$ cat config.mk
export PLATFORM = sky130hd
export DESIGN_NAME = dbus_bridge
export DESIGN_NICKNAME = d
export VERILOG_FILES = /design/src/rtl/dbus_pkg.sv /design/src/rtl/dbus_decode.sv /design/src/rtl/dbus_bridge.sv
export SDC_FILE = /design/constraint.sdc
export NUM_CORES = 1
export LEC_CHECK = 0
export ABC_AREA = 1
export CORE_MARGIN = 2
export CORE_UTILIZATION = 43
export CTS_CLUSTER_DIAMETER = 30
export DETAILED_ROUTE_END_ITERATION = 7
export PLACE_DENSITY = 0.8
export SYNTH_ARGS = -nofsm -noshare
export SYNTH_HDL_FRONTEND = slang
export SYNTH_SLANG_ARGS = --single-unit
$ cat constraint.sdc
create_clock -name clk -period 2.45 [get_ports clk]
set_input_delay 0.49 -clock clk [delete_from_list [all_inputs] [get_ports clk]]
set_output_delay 0.49 -clock clk [all_outputs]
set_load 0.05 [all_outputs]
$ cat src/rtl/dbus_pkg.sv
// Shared types, default constants and access-legality helpers for the data-bus bridge.
package dbus_pkg;

    localparam int          DBUS_XLEN        = 32;
    localparam logic [31:0] DEF_RAM_BASE     = 32'h1000_0000;
    localparam int          DEF_RAM_AW       = 16;
    localparam logic [31:0] DEF_PER_BASE     = 32'h2000_0000;
    localparam int          DEF_PER_AW       = 16;
    localparam int          DEF_TIMEOUT      = 16;

    typedef enum logic [2:0] {
        ST_IDLE      = 3'd0,
        ST_RAM_ISSUE = 3'd1,
        ST_RAM_WAIT  = 3'd2,
        ST_PER_WAIT  = 3'd3,
        ST_RESP      = 3'd4
    } dbus_state_t;

    typedef enum logic [1:0] {
        REGION_NONE = 2'd0,
        REGION_RAM  = 2'd1,
        REGION_PER  = 2'd2
    } dbus_region_t;

    // Halfwords must sit on a halfword boundary, words on a word boundary.
    function automatic logic byteen_legal(input logic [1:0] off, input logic [3:0] byteen);
        logic ok;
        case (byteen)
            4'b0001, 4'b0010, 4'b0100, 4'b1000: ok = 1'b1;
            4'b0011:                            ok = (off == 2'd0);
            4'b1100:                            ok = (off == 2'd2);
            4'b1111:                            ok = (off == 2'd0);
            default:                            ok = 1'b0;
        endcase
        return ok;
    endfunction

    function automatic logic [DBUS_XLEN-1:0] lane_mask(input logic [DBUS_XLEN/8-1:0] byteen);
        logic [DBUS_XLEN-1:0] m;
        m = '0;
        for (int i = 0; i < DBUS_XLEN/8; i++) begin
            m[i*8 +: 8] = {8{byteen[i]}};
        end
        return m;
    endfunction

endpackage

$ cat src/rtl/dbus_decode.sv
// Combinational address/lane decode: which region is hit and whether the lane pattern is illegal.
module dbus_decode
    import dbus_pkg::*;
#(
    parameter int             XLEN     = DBUS_XLEN,
    parameter logic [XLEN-1:0] RAM_BASE = DEF_RAM_BASE,
    parameter int             RAM_AW   = DEF_RAM_AW,
    parameter logic [XLEN-1:0] PER_BASE = DEF_PER_BASE,
    parameter int             PER_AW   = DEF_PER_AW
) (
    input  logic [XLEN-1:0]   addr,
    input  logic [XLEN/8-1:0] byteen,
    output dbus_region_t      region,
    output logic              illegal
);

    logic ram_hit;
    logic per_hit;

    assign ram_hit = (addr[XLEN-1:RAM_AW] == RAM_BASE[XLEN-1:RAM_AW]);
    assign per_hit = (addr[XLEN-1:PER_AW] == PER_BASE[XLEN-1:PER_AW]);
    assign illegal = !byteen_legal(addr[1:0], byteen);

    // RAM wins if the two windows are ever configured to overlap.
    always_comb begin
        region = REGION_NONE;
        if (ram_hit) begin
            region = REGION_RAM;
        end else if (per_hit) begin
            region = REGION_PER;
        end else begin
            region = REGION_NONE;
        end
    end

endmodule

$ cat src/rtl/dbus_bridge.sv
// Core data-bus bridge: routes one load/store at a time to a fixed-latency RAM or a timed req/ack peripheral.
module dbus_bridge
    import dbus_pkg::*;
#(
    parameter int              XLEN     = DBUS_XLEN,
    parameter logic [XLEN-1:0] RAM_BASE = DEF_RAM_BASE,
    parameter int              RAM_AW   = DEF_RAM_AW,
    parameter logic [XLEN-1:0] PER_BASE = DEF_PER_BASE,
    parameter int              PER_AW   = DEF_PER_AW,
    parameter int              TIMEOUT  = DEF_TIMEOUT
) (
    input  logic              clk,
    input  logic              rst,
    input  logic              mem_req,
    input  logic              mem_we,
    input  logic [XLEN-1:0]   mem_addr,
    input  logic [XLEN/8-1:0] mem_byteen,
    input  logic [XLEN-1:0]   mem_wdata,
    output logic              mem_ready,
    output logic              mem_rvalid,
    output logic [XLEN-1:0]   mem_rdata,
    output logic              mem_err,
    output logic              ram_req,
    output logic              ram_we,
    output logic [RAM_AW-3:0] ram_addr,
    output logic [XLEN/8-1:0] ram_byteen,
    output logic [XLEN-1:0]   ram_wdata,
    input  logic [XLEN-1:0]   ram_rdata,
    output logic              per_req,
    output logic              per_we,
    output logic [PER_AW-1:0] per_addr,
    output logic [XLEN/8-1:0] per_byteen,
    output logic [XLEN-1:0]   per_wdata,
    input  logic              per_ack,
    input  logic [XLEN-1:0]   per_rdata,
    input  logic              per_err
);

    localparam logic [7:0] TIMEOUT_CNT = 8'(TIMEOUT);

    dbus_state_t       state;
    logic              we_r;
    logic [XLEN/8-1:0] byteen_r;
    logic [7:0]        cnt;
    logic [7:0]        cnt_inc;
    dbus_region_t      region;
    logic              illegal;

    assign cnt_inc = cnt + 8'd1;

    dbus_decode #(
        .XLEN     (XLEN),
        .RAM_BASE (RAM_BASE),
        .RAM_AW   (RAM_AW),
        .PER_BASE (PER_BASE),
        .PER_AW   (PER_AW)
    ) u_decode (
        .addr    (mem_addr),
        .byteen  (mem_byteen),
        .region  (region),
        .illegal (illegal)
    );

    // Request FSM; every core- and bus-facing output is a register written here.
    always_ff @(posedge clk) begin
        if (rst) begin
            state      <= ST_IDLE;
            we_r       <= 1'b0;
            byteen_r   <= '0;
            cnt        <= 8'd0;
            mem_ready  <= 1'b1;
            mem_rvalid <= 1'b0;
            mem_rdata  <= '0;
            mem_err    <= 1'b0;
            ram_req    <= 1'b0;
            ram_we     <= 1'b0;
            ram_addr   <= '0;
            ram_byteen <= '0;
            ram_wdata  <= '0;
            per_req    <= 1'b0;
            per_we     <= 1'b0;
            per_addr   <= '0;
            per_byteen <= '0;
            per_wdata  <= '0;
        end else begin
            ram_req    <= 1'b0;
            mem_rvalid <= 1'b0;
            case (state)
                ST_IDLE: begin
                    if (mem_req) begin
                        we_r      <= mem_we;
                        byteen_r  <= mem_byteen;
                        mem_ready <= 1'b0;
                        if (illegal || (region == REGION_NONE)) begin
                            mem_rvalid <= 1'b1;
                            mem_err    <= 1'b1;
                            mem_rdata  <= '0;
                            state      <= ST_RESP;
                        end else if (region == REGION_RAM) begin
                            ram_req    <= 1'b1;
                            ram_we     <= mem_we;
                            ram_addr   <= mem_addr[RAM_AW-1:2];
                            ram_byteen <= mem_byteen;
                            ram_wdata  <= mem_wdata;
                            state      <= ST_RAM_ISSUE;
                        end else begin
                            per_req    <= 1'b1;
                            per_we     <= mem_we;
                            per_addr   <= mem_addr[PER_AW-1:0];
                            per_byteen <= mem_byteen;
                            per_wdata  <= mem_wdata;
                            state      <= ST_PER_WAIT;
                        end
                    end else begin
                        state <= ST_IDLE;
                    end
                end
                ST_RAM_ISSUE: begin
                    state <= ST_RAM_WAIT;
                end
                ST_RAM_WAIT: begin
                    mem_rvalid <= 1'b1;
                    mem_err    <= 1'b0;
                    mem_rdata  <= we_r ? '0 : (ram_rdata & lane_mask(byteen_r));
                    state      <= ST_RESP;
                end
                ST_PER_WAIT: begin
                    // An ack in the final allowed cycle still counts as a completion.
                    if (per_ack) begin
                        per_req    <= 1'b0;
                        cnt        <= 8'd0;
                        mem_rvalid <= 1'b1;
                        mem_err    <= per_err;
                        mem_rdata  <= per_rdata & lane_mask(byteen_r);
                        state      <= ST_RESP;
                    end else if (cnt_inc == TIMEOUT_CNT) begin
                        per_req    <= 1'b0;
                        cnt        <= 8'd0;
                        mem_rvalid <= 1'b1;
                        mem_err    <= 1'b1;
                        mem_rdata  <= '0;
                        state      <= ST_RESP;
                    end else begin
                        cnt <= cnt_inc;
                    end
                end
                ST_RESP: begin
                    mem_ready <= 1'b1;
                    state     <= ST_IDLE;
                end
                default: begin
                    mem_ready <= 1'b1;
                    per_req   <= 1'b0;
                    cnt       <= 8'd0;
                    state     <= ST_IDLE;
                end
            endcase
        end
    end

endmodule

# Word level (Yosys, flattened, before mapping)
# Cells that the tools add are included.
totals:
  ff_bits: 157
  latch_bits: 0
  mem_bits_rw: 0
  rom_bits: 0
  in_bits: 138
  out_inout_bits: 141
  wordCells: 103
  memories: 0
op_classes:
  add_sub_neg: 1
  multipliers: 0
  div_mod_pow: 0
  n_lt_le_gt_ge: 0
  n_eq_ne: 21
  n_shift: 0
  n_mux: 37
  bitwise_logic: 8
  reduce_logical: 18
op_table:
  columns: ["operator", "n"]
  rows:
  - ["$mux 32", 5]
  - ["$pmux 32 s3", 1]
  - ["$and 32x32->32", 2]
  - ["$eq 16x13->1 const B", 1]
  - ["$eq 16x14->1 const B", 1]
  - ["$mux 8", 2]
  - ["$pmux 8 s2", 1]
  - ["$mux 1", 15]
  - ["$eq 4x4->1 const B", 3]
  - ["$mux 3", 4]
  - ["$pmux 1 s3", 4]
  - ["$pmux 3 s4", 1]
  - ["$reduce_and 4->1", 3]
  - ["$reduce_or 4->1", 3]
  - ["$add 8x1->8 const B", 1]
  - ["$eq 4x2->1 const B", 2]
  - ["$eq 8x5->1 const B", 1]
  - ["$ne 2x2->1 const B", 4]
  - ["$eq 3x2->1 const B", 2]
  - ["$mux 2", 3]
  - ["$not 1->1", 6]
  - ["$reduce_or 3->1", 2]
  - ["$reduce_and 5->1", 1]
  - ["$eq 4x1->1 const B", 1]
  - ["14 further kinds", 16]

# Logic depth before layout (Yosys ltp)
# Gate-level depths: netlist of run 1.
depth:
  depth_word: 8
  ltp_mapped: 14
  ltp_nobuf: 14

# Hierarchy
# From an unflattened synthesis of run 1, not the netlist that was laid out.
hier_totals:
  hier_cells: 890
  area_unflattened_um2: 6416.2
modules_own_cells:
  columns: ["mod", "instances", "cells_each", "area_per_inst_um2", "seq_area_each_um2"]
  rows:
  - ["dbus_bridge", 1, 849, 6239.7, 3143.0]
  - ["dbus_decode", 1, 41, 176.4, 0.0]

# Worst setup path before layout of run 1
# OpenSTA, ideal clock, no wires.
synth_timing:
  path_kind: "input to register"
  from: "input port mem_addr[23]"
  to: "register ram_addr[0]"
  setup_ns: 0.117
  arrival_ns: 1.703
  required_ns: 2.333
  path_slack_ns: 0.630
  cell_stages: 12
  n_path_buf: 2
  cell_sequence: "nor2_1 nand2_1 nor2_2 nand2_1 a21oi_1 nand2_1 nor2_8 nand2_2 buf_6 buf_6 o21ai_1 a21oi_1"
synth_between:
  elab_chain_cells: 7
  word_cells_on_any_way: 9
  classes_between: "eq/ne (3); mux (2); bitwise (1); reduce/logical (3)"
synth_rtl:
  columns: ["element", "line", "source"]
  rows:
  - ["start, declared", "dbus_bridge.sv:16", "input logic [XLEN-1:0] mem_addr,"]
  - ["$eq 16x14->1", "dbus_decode.sv:21", "assign per_hit = (addr[XLEN-1:PER_AW] == PER_BASE[XLEN-1:PER_AW]);"]
  - ["$mux 2", "dbus_decode.sv:29", "end else if (per_hit) begin"]
  - ["$mux 2 (*)", "dbus_decode.sv:27", "if (ram_hit) begin"]
  - ["$logic_not 2->1", "dbus_bridge.sv:94", "if (illegal || (region == REGION_NONE)) begin"]
  - ["$logic_or 1x1->1", "dbus_bridge.sv:94", null]
  - ["$not 1->1 (no line)", null, null]
  - ["$reduce_and 4->1 (no line) (*)", null, null]
  - ["end signal, assigned", "dbus_bridge.sv:102", "ram_addr <= mem_addr[RAM_AW-1:2];"]
  - ["end, declared", "dbus_bridge.sv:25", "output logic [RAM_AW-3:0] ram_addr,"]
# Mark *: on every way between the ends. The rest lies on a longest branch, timed or not.
# A chain may end at the register's enable or synchronous reset.

# Worst setup path after layout of run 1
layout_timing:
  from: "register ram_byteen[0]"
  to: "output port ram_byteen[0]"
layout_rtl:
  columns: ["element", "line", "source"]
  rows:
  - ["start, declared", "dbus_bridge.sv:26", "output logic [XLEN/8-1:0] ram_byteen,"]
  - ["start signal, assigned", "dbus_bridge.sv:103", "ram_byteen <= mem_byteen;"]
# No word-level cell between the ends.

==> flow_metrics.env, run 1 <==
export IMPL_async_flop_share=0
export IMPL_root_buffer="clkbuf_16"
export IMPL_dp_hpwl_um=15060
export IMPL_antenna_left=0
export IMPL_status="finished clean"
export IMPL_fin_crit_ns=2.105
export IMPL_synthFlopType="dfxtp_1"
export IMPL_fillers=1319
export IMPL_fmax_ghz=0.4750
export IMPL_p_leak_uw=0.004230
export IMPL_crit_buf_inv=1
export IMPL_cap_violations=0
export IMPL_register_area_um2=3143
export IMPL_setup_viol=0
export IMPL_wirelength_um=21170
export IMPL_ys_warn_count=0
export IMPL_fin_cells=1456
export IMPL_crit_path_end_kind="output pin"
export IMPL_slowest_delay_ns=0.86
export IMPL_die_area_um2=16820
export IMPL_syn_avg_cell_area_um2=6.998
export IMPL_cp_arrival_ns=1.62
export IMPL_io_buffers=278
export IMPL_firstDrtPassIters=5
export IMPL_drt_iter0_drc=311
export IMPL_power_density_nw_per_um2=561.9
export IMPL_cts_inserted_buffers=17
export IMPL_p_total_uw=5858
export IMPL_critPathMaxFanout=2
export IMPL_core_area_um2=15310
export IMPL_initial_utilization=0.4437
export IMPL_cp_start_kind="register"
export IMPL_grt_start_max_net_pins=68
export IMPL_synth_seq_cells=157
export IMPL_overflow=0
export IMPL_fin_util=0.6807
export IMPL_postCtsHoldBufs=0
export IMPL_whs_ns=0.4429
export IMPL_seq_area_frac_synth=0.4625
export IMPL_multi_input_area_um2=2989
export IMPL_maxSlewHeadroom=0.5905
export IMPL_r2r_slack_ns=0.35
export IMPL_cp_data_required_time_ns=1.96
export IMPL_num_vias=7195
export IMPL_avgViaCountPerCell=4.942
export IMPL_ys_types=24
export IMPL_slew_viol_final=0
export IMPL_path_clk_slew_ns=0.07
export IMPL_r2r_start="cnt[0]$_SDFFE_PP0N_"
export IMPL_wl_per_cell_um=14.54
export IMPL_hold_class="reg2reg"
export IMPL_irDropWorstVdd_mv=0.4870
export IMPL_chipWidth_um=129.7
export IMPL_areaGrowthSynthToFinish_pct=53.42
export IMPL_dieHeight_um=129.7
export IMPL_most_common_layout_cells="clkdlybuf4s50_1 (278), nor2_1 (171), dfxtp_1 (157)"
export IMPL_grt_first_pass_wirelength_um=32530
export IMPL_final_common_cell="clkdlybuf4s50_1"
export IMPL_endpoint="ram_byteen[0]"
export IMPL_cp_cell_sequence="clkdlybuf4s50_1"
export IMPL_io_pins=279
export IMPL_drc=0
export IMPL_synth_edff_count=0
export IMPL_antenna_found_initial=0
export IMPL_gp_congestion=0.8260
export IMPL_nets=1371
export IMPL_rows=45
export IMPL_htree_levels=4
export IMPL_cts_resized=0
export IMPL_period_share=0.8594
export IMPL_clk_latency_ns=0.42
export IMPL_cts_buffer_depth=2
export IMPL_syn_num_nets=1110
export IMPL_fin_skew_ns=0.008401
export IMPL_post_cts_setup_buffers=0
export IMPL_critical_path_top_delay_family="buffers and inverters"
export IMPL_cp_slowest_cell="clkdlybuf4s50_1"
export IMPL_drive_above_1_share=0.06426
export IMPL_syn_area_um2=6795
export IMPL_reg2reg_depth=12
export IMPL_numClockSinks=157
export IMPL_worstMarginPinSlew_ns=0.6123
export IMPL_hold_viol=0
export IMPL_place_inst=1424
export IMPL_path_depth=1
export IMPL_r2r_end="mem_rdata[16]$_SDFFE_PP0P_"
export IMPL_grt_pass1_vias=6606
export IMPL_rsz0062_at_grt="false"
export IMPL_cts_tree="yes"
export IMPL_worstSetupPathType="reg2out"
export IMPL_crit_start="ram_byteen[0]$_SDFFE_PP0P_"
export IMPL_netlist_instances=971
export IMPL_grt_use_total=0.2431
export IMPL_n_antenna_cell=0
[synth_stat cells (2+ instances only)]
cell type | count | area share
nor2_8 | 2 | 0.0059
nand3_1 | 108 | 0.080
nor2_1 | 172 | 0.095
inv_1 | 79 | 0.044
nor2_2 | 3 | 0.0028
o21ai_1 | 50 | 0.037
buf_6 | 13 | 0.022
dfxtp_1 | 157 | 0.46
nand2_1 | 157 | 0.087
a21oi_1 | 98 | 0.072
buf_2 | 10 | 0.0074
nand2_2 | 2 | 0.0018
o21ai_0 | 67 | 0.049
clkbuf_1 | 37 | 0.020
buf_1 | 7 | 0.0039
[worst min-delay path by stage]
stage | endpoint | from | cells after the start | slack (ns)
6_report | ram_wdata[7]$_SDFFE_PP0P_ | ram_wdata[7]$_SDFFE_PP0P_ | 2 | 0.44
5_1_grt | ram_wdata[7]$_SDFFE_PP0P_ | ram_wdata[7]$_SDFFE_PP0P_ | 2 | 0.46
4_1_cts | ram_wdata[7]$_SDFFE_PP0P_ | ram_wdata[7]$_SDFFE_PP0P_ | 2 | 0.44
3_5_place_dp | ram_wdata[5]$_SDFFE_PP0P_ | ram_wdata[5]$_SDFFE_PP0P_ | 2 | 0.43
3_3_place_gp | ram_wdata[25]$_SDFFE_PP0P_ | ram_wdata[25]$_SDFFE_PP0P_ | 2 | 0.43
2_1_floorplan | cnt[7]$_SDFFE_PP0N_ | cnt[7]$_SDFFE_PP0N_ | 2 | 0.46
[routing by layer]
layer | global-route usage | vias up | routed length, um
met5 | 0 | - | 0
met4 | 0.07274 | 0 | 360
met3 | 0.1115 | 25 | 2462
li1 | - | 3655 | -
met2 | 0.4081 | 252 | 9801
met1 | 0.2785 | 3263 | 8546
[state kept, by name, summed over array words and instances, names as in the netlist, 3 cells and up]
name and count:
per_wdata 32, ram_byteen 4, per_addr 16, cnt 8
ram_wdata 32, state 3, per_byteen 4, ram_addr 14
byteen_r 4, mem_rdata 32
[kinds of logic (layout without fill, tap and decap cells)]
group / Yosys count / count (layout) / share of synthesized area
and+or+nand+nor: 449 / 449 / 0.2782
AOI/OAI and AO/OA: 215 / 215 / 0.1583
DFF: 157 / 157 / 0.4625
buffers and inverters: 149 / 423 / 0.09906
adders and majority gates: 1 / 1 / 0.001841
[per-stage QoR]
step	TNS, ns	setup slack [ns]	area [um2]
after CTS	0	0.3205	10430
after global routing	0	0.06867	10430
after floorplan	0	0.6299	6795
after detailed placement	-1.150	-0.1051	9862
final	0	0.3446	10430
after global placement	0	0.04086	9862
[cell type report]
cell class	count	area share
Sequential cell	157	0.3015
Tap cell	211	0.02532
Clock buffer	18	0.04213
Inverter	82	0.03000
Timing Repair Buffer	309	0.3024
Clock inverter	14	0.01188
Multi-Input combinational cell	665	0.2867
[report_power, final]
| part | internal, uW | switching [uW] | leakage, uW |
|---|---|---|---|
| Clock | 1360 | 1150 | 0.000269 |
| Sequential | 2600 | 37.5 | 0.00127 |
| Combinational | 341 | 367 | 0.00269 |
[tightest hold or removal path: cells and delay by family (launching register included)]
kind,cells,cell delay (ns)
DFF,1,0.31
AOI/OAI and AO/OA,1,0.05
buffers and inverters,1,0.05
(Power assumes the default switching activity.)
==> run 2: changes to the inputs <==
Settings changed: CORE_MARGIN 2 to 5.
==> flow_metrics.env, run 2 (synthesis gave the netlist of run 1 again) <==
export IMPL_status="finished clean"
export IMPL_p_total_uw=5734
export IMPL_cp_start_kind="register"
export IMPL_dieHeight_um=135.7
export IMPL_globalRouteMet1Util=0.2816
export IMPL_power_frac_comb=0.123
export IMPL_critical_path_top_delay_family="buffers and inverters"
export IMPL_crit_buf_inv=1
export IMPL_rows=46
export IMPL_root_buffer="clkbuf_16"
export IMPL_slew_viol_final=0
export IMPL_rsz0062_at_grt="false"
export IMPL_slowest_delay_ns=0.83
export IMPL_chipWidth_um=135.7
export IMPL_numClockSinks=157
export IMPL_wirelength_um=21870
export IMPL_worstSetupPathType="reg2out"
export IMPL_areaGrowthSynthToFinish_pct=52.73
export IMPL_htree_levels=4
export IMPL_grt_use_total=0.2304
export IMPL_power_frac_seq=0.459
export IMPL_fin_skew_ns=0.01232
export IMPL_nets=1373
export IMPL_p_int_uw=4268
export IMPL_p_switching_uw=1466
export IMPL_wl_per_cell_um=14.95
export IMPL_io_pins=279
export IMPL_p_leak_uw=0.004220
export IMPL_cp_slowest_cell="clkdlybuf4s50_1"
export IMPL_core_area_um2=15710
export IMPL_grt_first_pass_wirelength_um=34070
export IMPL_overflow=0
export IMPL_firstDrtPassIters=4
export IMPL_num_vias=7084
export IMPL_reg_top3="mem_rdata x32, per_wdata x32, ram_wdata x32"
export IMPL_fin_ws_ns=0.3292
export IMPL_setup_viol=0
export IMPL_grt_pass1_vias=6767
export IMPL_avgViaCountPerCell=4.842
export IMPL_clk_latency_ns=0.41
export IMPL_grt_use_met2=0.3686
export IMPL_busiest_layer="met2"
export IMPL_dp_hpwl_um=15930
export IMPL_period_share=0.8656
export IMPL_power_density_nw_per_um2=552.5
export IMPL_fin_util=0.6605
export IMPL_io_buffers=278
export IMPL_critPathMaxFanout=2
export IMPL_drive_above_1_share=0.06335
export IMPL_cts_buffer_depth=2
export IMPL_clkPwrFrac=0.418
export IMPL_die_area_um2=18420
export IMPL_n_antenna_cell=0
export IMPL_cts_resized=0
export IMPL_whs_ns=0.4423
export IMPL_grt_use_met3=0.1140
export IMPL_post_cts_setup_buffers=0
export IMPL_cts_inserted_buffers=17
export IMPL_antenna_found_initial=0
export IMPL_initial_utilization=0.4325
export IMPL_drc=0
export IMPL_cap_violations=0
export IMPL_postCtsHoldBufs=0
export IMPL_hold_viol=0
export IMPL_cp_data_required_time_ns=1.96
export IMPL_final_common_cell="clkdlybuf4s50_1"
export IMPL_fmax_ghz=0.4715
export IMPL_maxSlewHeadroom=0.5915
export IMPL_sw_frac_of_total=0.2557
export IMPL_gp_congestion=0.8476
export IMPL_crit_path_end_kind="output pin"
export IMPL_worstMarginPinSlew_ns=0.6108
export IMPL_fin_crit_ns=2.121
export IMPL_irDropWorstVdd_mv=0.4679
export IMPL_cp_arrival_ns=1.63
export IMPL_antenna_left=0
export IMPL_hold_class="reg2reg"
export IMPL_most_common_layout_cells="clkdlybuf4s50_1 (278), nor2_1 (171), dfxtp_1 (157)"
export IMPL_cts_tree="yes"
export IMPL_drt_iter0_drc=337
export IMPL_cp_cell_sequence="clkdlybuf4s50_1"
export IMPL_path_clk_slew_ns=0.06
export IMPL_grt_start_max_net_pins=71
export IMPL_pre_cts_ws_ns=-0.1236
==> run 2: cell types whose count changed in the layout (fill, tap and decap cells not counted), sizes merged <==
cell / previous run / this run
buf: 31 / 33
clkinv: 5 / 7
clkbuf: 18 / 21
clkinvlp: 3 / 2
inv: 88 / 84
==> run 2: worst paths after layout <==
check                             start                         end  slack (ns)  cells past startpoint
max          ram_wdata[22]$_SDFFE_PP0P_               ram_wdata[22]        0.33                      1
max reg2reg         cnt[0]$_SDFFE_PP0N_  mem_rdata[31]$_SDFFE_PP0P_        0.48                     11
min reg2reg  ram_byteen[3]$_SDFFE_PP0P_  ram_byteen[3]$_SDFFE_PP0P_        0.44                      2
min          ram_byteen[3]$_SDFFE_PP0P_  ram_byteen[3]$_SDFFE_PP0P_        0.44                      2
==> run 2: cell type report <==
type / instances / area, um2
inverter: 82 / 312.8
tap: 216 / 270.3
fill: 1409 / 5334
clock buffer: 21 / 450.4
clock inverter: 11 / 82.58
timing repair buffer: 311 / 3131
multi-input combinational: 665 / 2989
sequential: 157 / 3143
==> run 2: through the flow <==
stage                     instances  area [um2]  setup TNS [ns]
after floorplan                 971        6795               0
after global placement         1431        9846         -0.7941
after detailed placement       1431        9846          -5.733
after CTS                      1463       10380               0
after global routing           1463       10380               0
final                          1463       10380               0
==> run 2: power by group through the flow <==
stage	logic, uW	registers, uW	clock network [uW]
3_3_place_gp	695	2690	0
6_report	703	2630	2400
2_1_floorplan	202	2800	0
3_5_place_dp	703	2690	0
5_1_grt	754	2640	2570
4_1_cts	705	2630	2450
==> run 2: routing by layer <==
layer / routed length [um] / vias up / part of all wire
met5: 0 / - / 0
met2: 9951 / 240 / 0.45
li1: - / 3650 / -
met4: 200 / 0 / 0.0091
met3: 2734 / 14 / 0.12
met1: 8988 / 3180 / 0.41
==> run 3: changes to the inputs <==
Settings changed: CTS_CLUSTER_SIZE set to 25.
==> results of run 3 <==
The final DEF is identical to that of run 2; final timing and power are the same.
==> variant 1, RTL diff (flow settings as in run 2) <==
Make the reset (`rst`) asynchronous in one clocked block.
--- a/src/rtl/dbus_bridge.sv
+++ b/src/rtl/dbus_bridge.sv
@@ -64,3 +64,3 @@
     // Request FSM; every core- and bus-facing output is a register written here.
-    always_ff @(posedge clk) begin
+    always_ff @(posedge clk or posedge rst) begin
         if (rst) begin
Formal check against the unedited RTL: differs if rst is asserted again (counterexample within 4 cycles, from zero or initial values and one cycle with rst high); with rst held inactive, the same outputs for 4 cycles.
==> variant 1 against run 2 <==
  * Non-clock buffer count fell by 12
  * Die area increased by 0.97%
  * Via count decreased by 11%
  * Sequential share of layout area up 7.4 points
  * Final area up 0.40%
  * Sequential cell count unchanged
  * First-iteration DRC count fell by 3.6%
  * Wire length fell by 3.8%
  * Synthesized area is 1.0% higher
  * Worst setup slack got worse by 0.13 ns
  * Total power fell by 3.3%
  * Hold slack worse by 0.11 ns
  * Critical endpoint is now mem_ready
  * Largest power group unchanged
==> variant 1: results (changes against run 2) <==
* Status: finished, final reports clean
* Number of global-route vias before repair at 6,259 (-7.5%)
* Top cells by count, synth: 156 x dfrtp_1, 152 x nand2_1, 98 x nand4_1, 77 x inv_1, 60 x o21ai_0
* Met3 WL at 1960 µm (-28%)
* Post-synthesis sequential area ratio at 57.2% (+11 points)
* DR vias/cell at 5.10 (+5.3%)
* Met3 usage at 8.55% (-2.9 points)
* Cts repair resizes at 0 (unchanged)
* Largest regs: mem_rdata (32), per_wdata (32), ram_wdata (32)
* GR Util met2 at 36.2% (-0.71 points)
* Tightest Hold Check Type: in -> async
* DP Wirelength at 15,100 µm (-4.9%)
* Highest Signal Layer: met5
* 1st-pass router iterations at 5 (+1)
* P_leak at 4.73 nW (+12%)
* Mapped Nets at 886 (-20%)
* Nets at 1,152 (-16%)
* Met2 wire len at 10,200 µm (+2.1%)
* Synth Area in XOR/XNOR at 0.128% (+0.13 points)
* Synth top area cells: dfrtp_1 57%, nand4_1 8.9%, nand2_1 8.3%
* Crit path DAT at 1.76 ns (+0.13 ns)
* Reg2reg end: ram_wdata[2]
* Pin count of the biggest net entering global routing at 86 (+21%)
* Initial antenna violation count at 1 (+1)
* Post-synthesis cell type count at 33 (+38%)
* Asr flop ratio synth at 100% (+100 points)
* Main synth FF type: dfrtp_1
* DR iter-0 viols at 325 (-3.6%)
* RR Startpoint: state[0]
* Max-slew headroom at 59.3% (+0.11 points)
* Worst vdd ir at 0.440 mV (-5.9%)
* Adder-Cell Fraction of Synth Area at 0.182% (-0.0019 points)
* Final wirelength at 21,000 µm (-3.8%)
* Final-layout fill cell count at 1,325 (-6.0%)
* Met1 Use GR at 27.6% (-0.56 points)
* Synth Area in Compound Gates at 10.8% (-5.0 points)
* GPL Wtd Cong at 0.859 (+1.4%)
* Layout cells sized above 1 at 8.28% (+1.9 points)
-- variant 1: cell count changes after synthesis, moves of 12 or more --
cell     before  now
a21oi_1      98    0
dfrtp_1       0  156
dfxtp_1     157    0
nand3_1     108   45
nand4_1       1   98
nor2_1      172   22
o21ai_1      50   38
o21ai_2       0   21
-- variant 1: worst max-delay path by stage --
stage / startpoint / end / cells after the start
after floorplan: rst / byteen_r[0] / 1
after global placement: mem_addr[23] / mem_rdata[23] / 12
after detailed placement: mem_addr[23] / per_addr[3] / 13
after CTS: mem_ready / mem_ready / 1
after global routing: mem_ready / mem_ready / 1
final: mem_ready / mem_ready / 1
-- variant 1: cell type report --
cell class,instances,area (µm²),area share (%)
Clock buffer,22,444,4.26
Clock inverter,10,95.1,0.913
Inverter,82,312,2.99
Multi-Input combinational cell,456,2350,22.6
Sequential cell,157,3930,37.7
Tap cell,216,270,2.59
Timing Repair Buffer,299,3020,28.9
-- variant 1: stage by stage --
stage	cells	area (µm²)	worst slack [ns]	hold slack, ns	setup TNS, ns
floorplan	747	6870	-0.0261	0.494	-4.07
global placement	1210	9880	0.0847	0.463	0
detailed placement	1210	9880	0.0255	0.467	0
CTS	1242	10400	0.165	0.318	0
global route	1242	10400	0.134	0.332	0
finish	1242	10400	0.195	0.332	0
-- variant 1: cells by family (layout without fill, tap and decap cells) --
group	Yosys count	after routing
AO/OA/AOI/OAI	128	128
XOR/XNOR	1	1
adder cells (fa/ha/maj)	1	1
buffers and inverters	134	413
flip-flops	157	157
AND/OR/NAND/NOR	326	326
-- variant 1: where the power goes --
| group | internal, mW | leakage, nW | switching [mW] |
|---|---|---|---|
| Sequential | 2.61 | 2.17 | 0.0507 |
| Clock | 1.40 | 0.247 | 1.04 |
| Combinational | 0.238 | 2.31 | 0.206 |
==> variant 2, RTL diff (flow settings as in run 2) <==
Made on the original files. Set the package constant `DEF_RAM_AW` to 15 (it was 16).
--- a/src/rtl/dbus_pkg.sv
+++ b/src/rtl/dbus_pkg.sv
@@ -5,3 +5,3 @@
     localparam logic [31:0] DEF_RAM_BASE     = 32'h1000_0000;
-    localparam int          DEF_RAM_AW       = 16;
+    localparam int          DEF_RAM_AW       = 15;
     localparam logic [31:0] DEF_PER_BASE     = 32'h2000_0000;
Interface: changed (resized ram_addr); port bits go from 279 to 278. No check against the original RTL was run, so the function may have changed too.
==> variant 2 against run 2 <==
  * Synthesized area is 0.31% lower
  * Cell count down 1.2%
  * Wire length up 0.85%
  * Combinational power about the same
  * Worst setup slack worse by 0.020 ns
  * Register-to-register slack got worse by 0.08 ns
  * Core utilization grew 2.0 points
  * Clock power increased by 13%
  * Fmax shrank 0.91%
  * Via count increased by 1.1%
  * Clock skew down 0.0030 ns
  * Final area rose by 0.40%
  * Sequential cell count decreased by 1
  * Total power grew 4.9%
==> variant 2: results (changes against run 2) <==
* DR vias/cell at 4.95 (+2.3%)
* Worst-Margin Slew at 0.588 ns (-0.0225 ns)
* Worst vdd ir at 0.471 mV (+0.61%)
* Pin count of the biggest net entering global routing at 62 (-13%)
* Status: finished, final reports clean
* Mapped Nets at 1,104 (-0.54%)
* Top cells by count, synth: 156 x dfxtp_1, 151 x nand2_1, 151 x nor2_1, 115 x o21ai_0, 111 x nand3_1
* Crit path DAT at 1.65 ns (+0.02 ns)
* GPL Wtd Cong at 0.858 (+1.2%)
* DP Wirelength at 16,100 µm (+0.79%)
* Number of global-route vias before repair at 6,914 (+2.2%)
* Synth top area cells: dfxtp_1 46%, o21ai_0 8.5%, nand2_1 8.4%
* Pre-CTS WS at 0.00228 ns (+0.126 ns)
* Area after DPL at 9810 µm² (-0.33%)
* 1st-pass router iterations at 5 (+1)
* Via count at 7,161 (+1.1%)
* Final wirelength at 22,100 µm (+0.85%)
* P_leak at 4.14 nW (-1.8%)
* Final-layout fill cell count at 1,312 (-6.9%)
* Post-synthesis sequential area ratio at 46.1% (-0.15 points)
* Post-synthesis cell type count at 26 (+8.3%)
* All-Layer GR Usage at 23.5% (+0.47 points)
* DR iter-0 viols at 385 (+14%)
* Layout cells sized above 1 at 6.96% (+0.63 points)
* Post-Route Skew at 0.00932 ns (-0.00300 ns)
==> variant 2: per-stage QoR <==
stage / utilization, % / total power, mW
after floorplan: - / 2.99
after global placement: 64.1 / 3.37
after detailed placement: 64.1 / 3.38
after CTS: 68.0 / 6.08
after global routing: 68.0 / 6.23
final: 68.0 / 6.02
==> variant 2: cell families after synthesis <==
family / share of synthesized area, %
buf+inv: 9.70
simple gates: 27.6
fa+ha+maj: 0.185
flops: 46.1
compound gates: 16.3
xor+xnor: 0.129
==> variant 2: final cells by class <==
cell class / instances / share of cell area, %
multi-input combinational: 657 / 28.9
tap: 211 / 2.53
clock buffer: 20 / 4.38
timing repair buffer: 306 / 29.8
inverter: 84 / 3.04
clock inverter: 12 / 1.44
sequential: 156 / 30.0
==> variant 2: metal layers <==
layer	global-route usage, %	part of all wire, %	vias up
met1	27.2	40	3240
met4	5.66	1.4	0
met5	0	0	-
met3	12.1	12	27
li1	-	-	3633
met2	38.8	46	261
==> variant 2: worst paths after layout <==
check,startpoint,end,slack (ns),depth (start not counted)
worst max register to register,cnt[1],mem_rdata[31],0.40,13
worst min register to register,per_addr[4],per_addr[4],0.44,2
worst min-delay path,per_addr[4],per_addr[4],0.44,2
worst max-delay path,per_we,per_we,0.31,1
==> variant 2: report_power, final <==
part / switching (mW) / internal (mW) / total, mW
combinational: 0.369 / 0.336 / 0.705
sequential: 0.0351 / 2.58 / 2.62
clock: 1.11 / 1.59 / 2.70
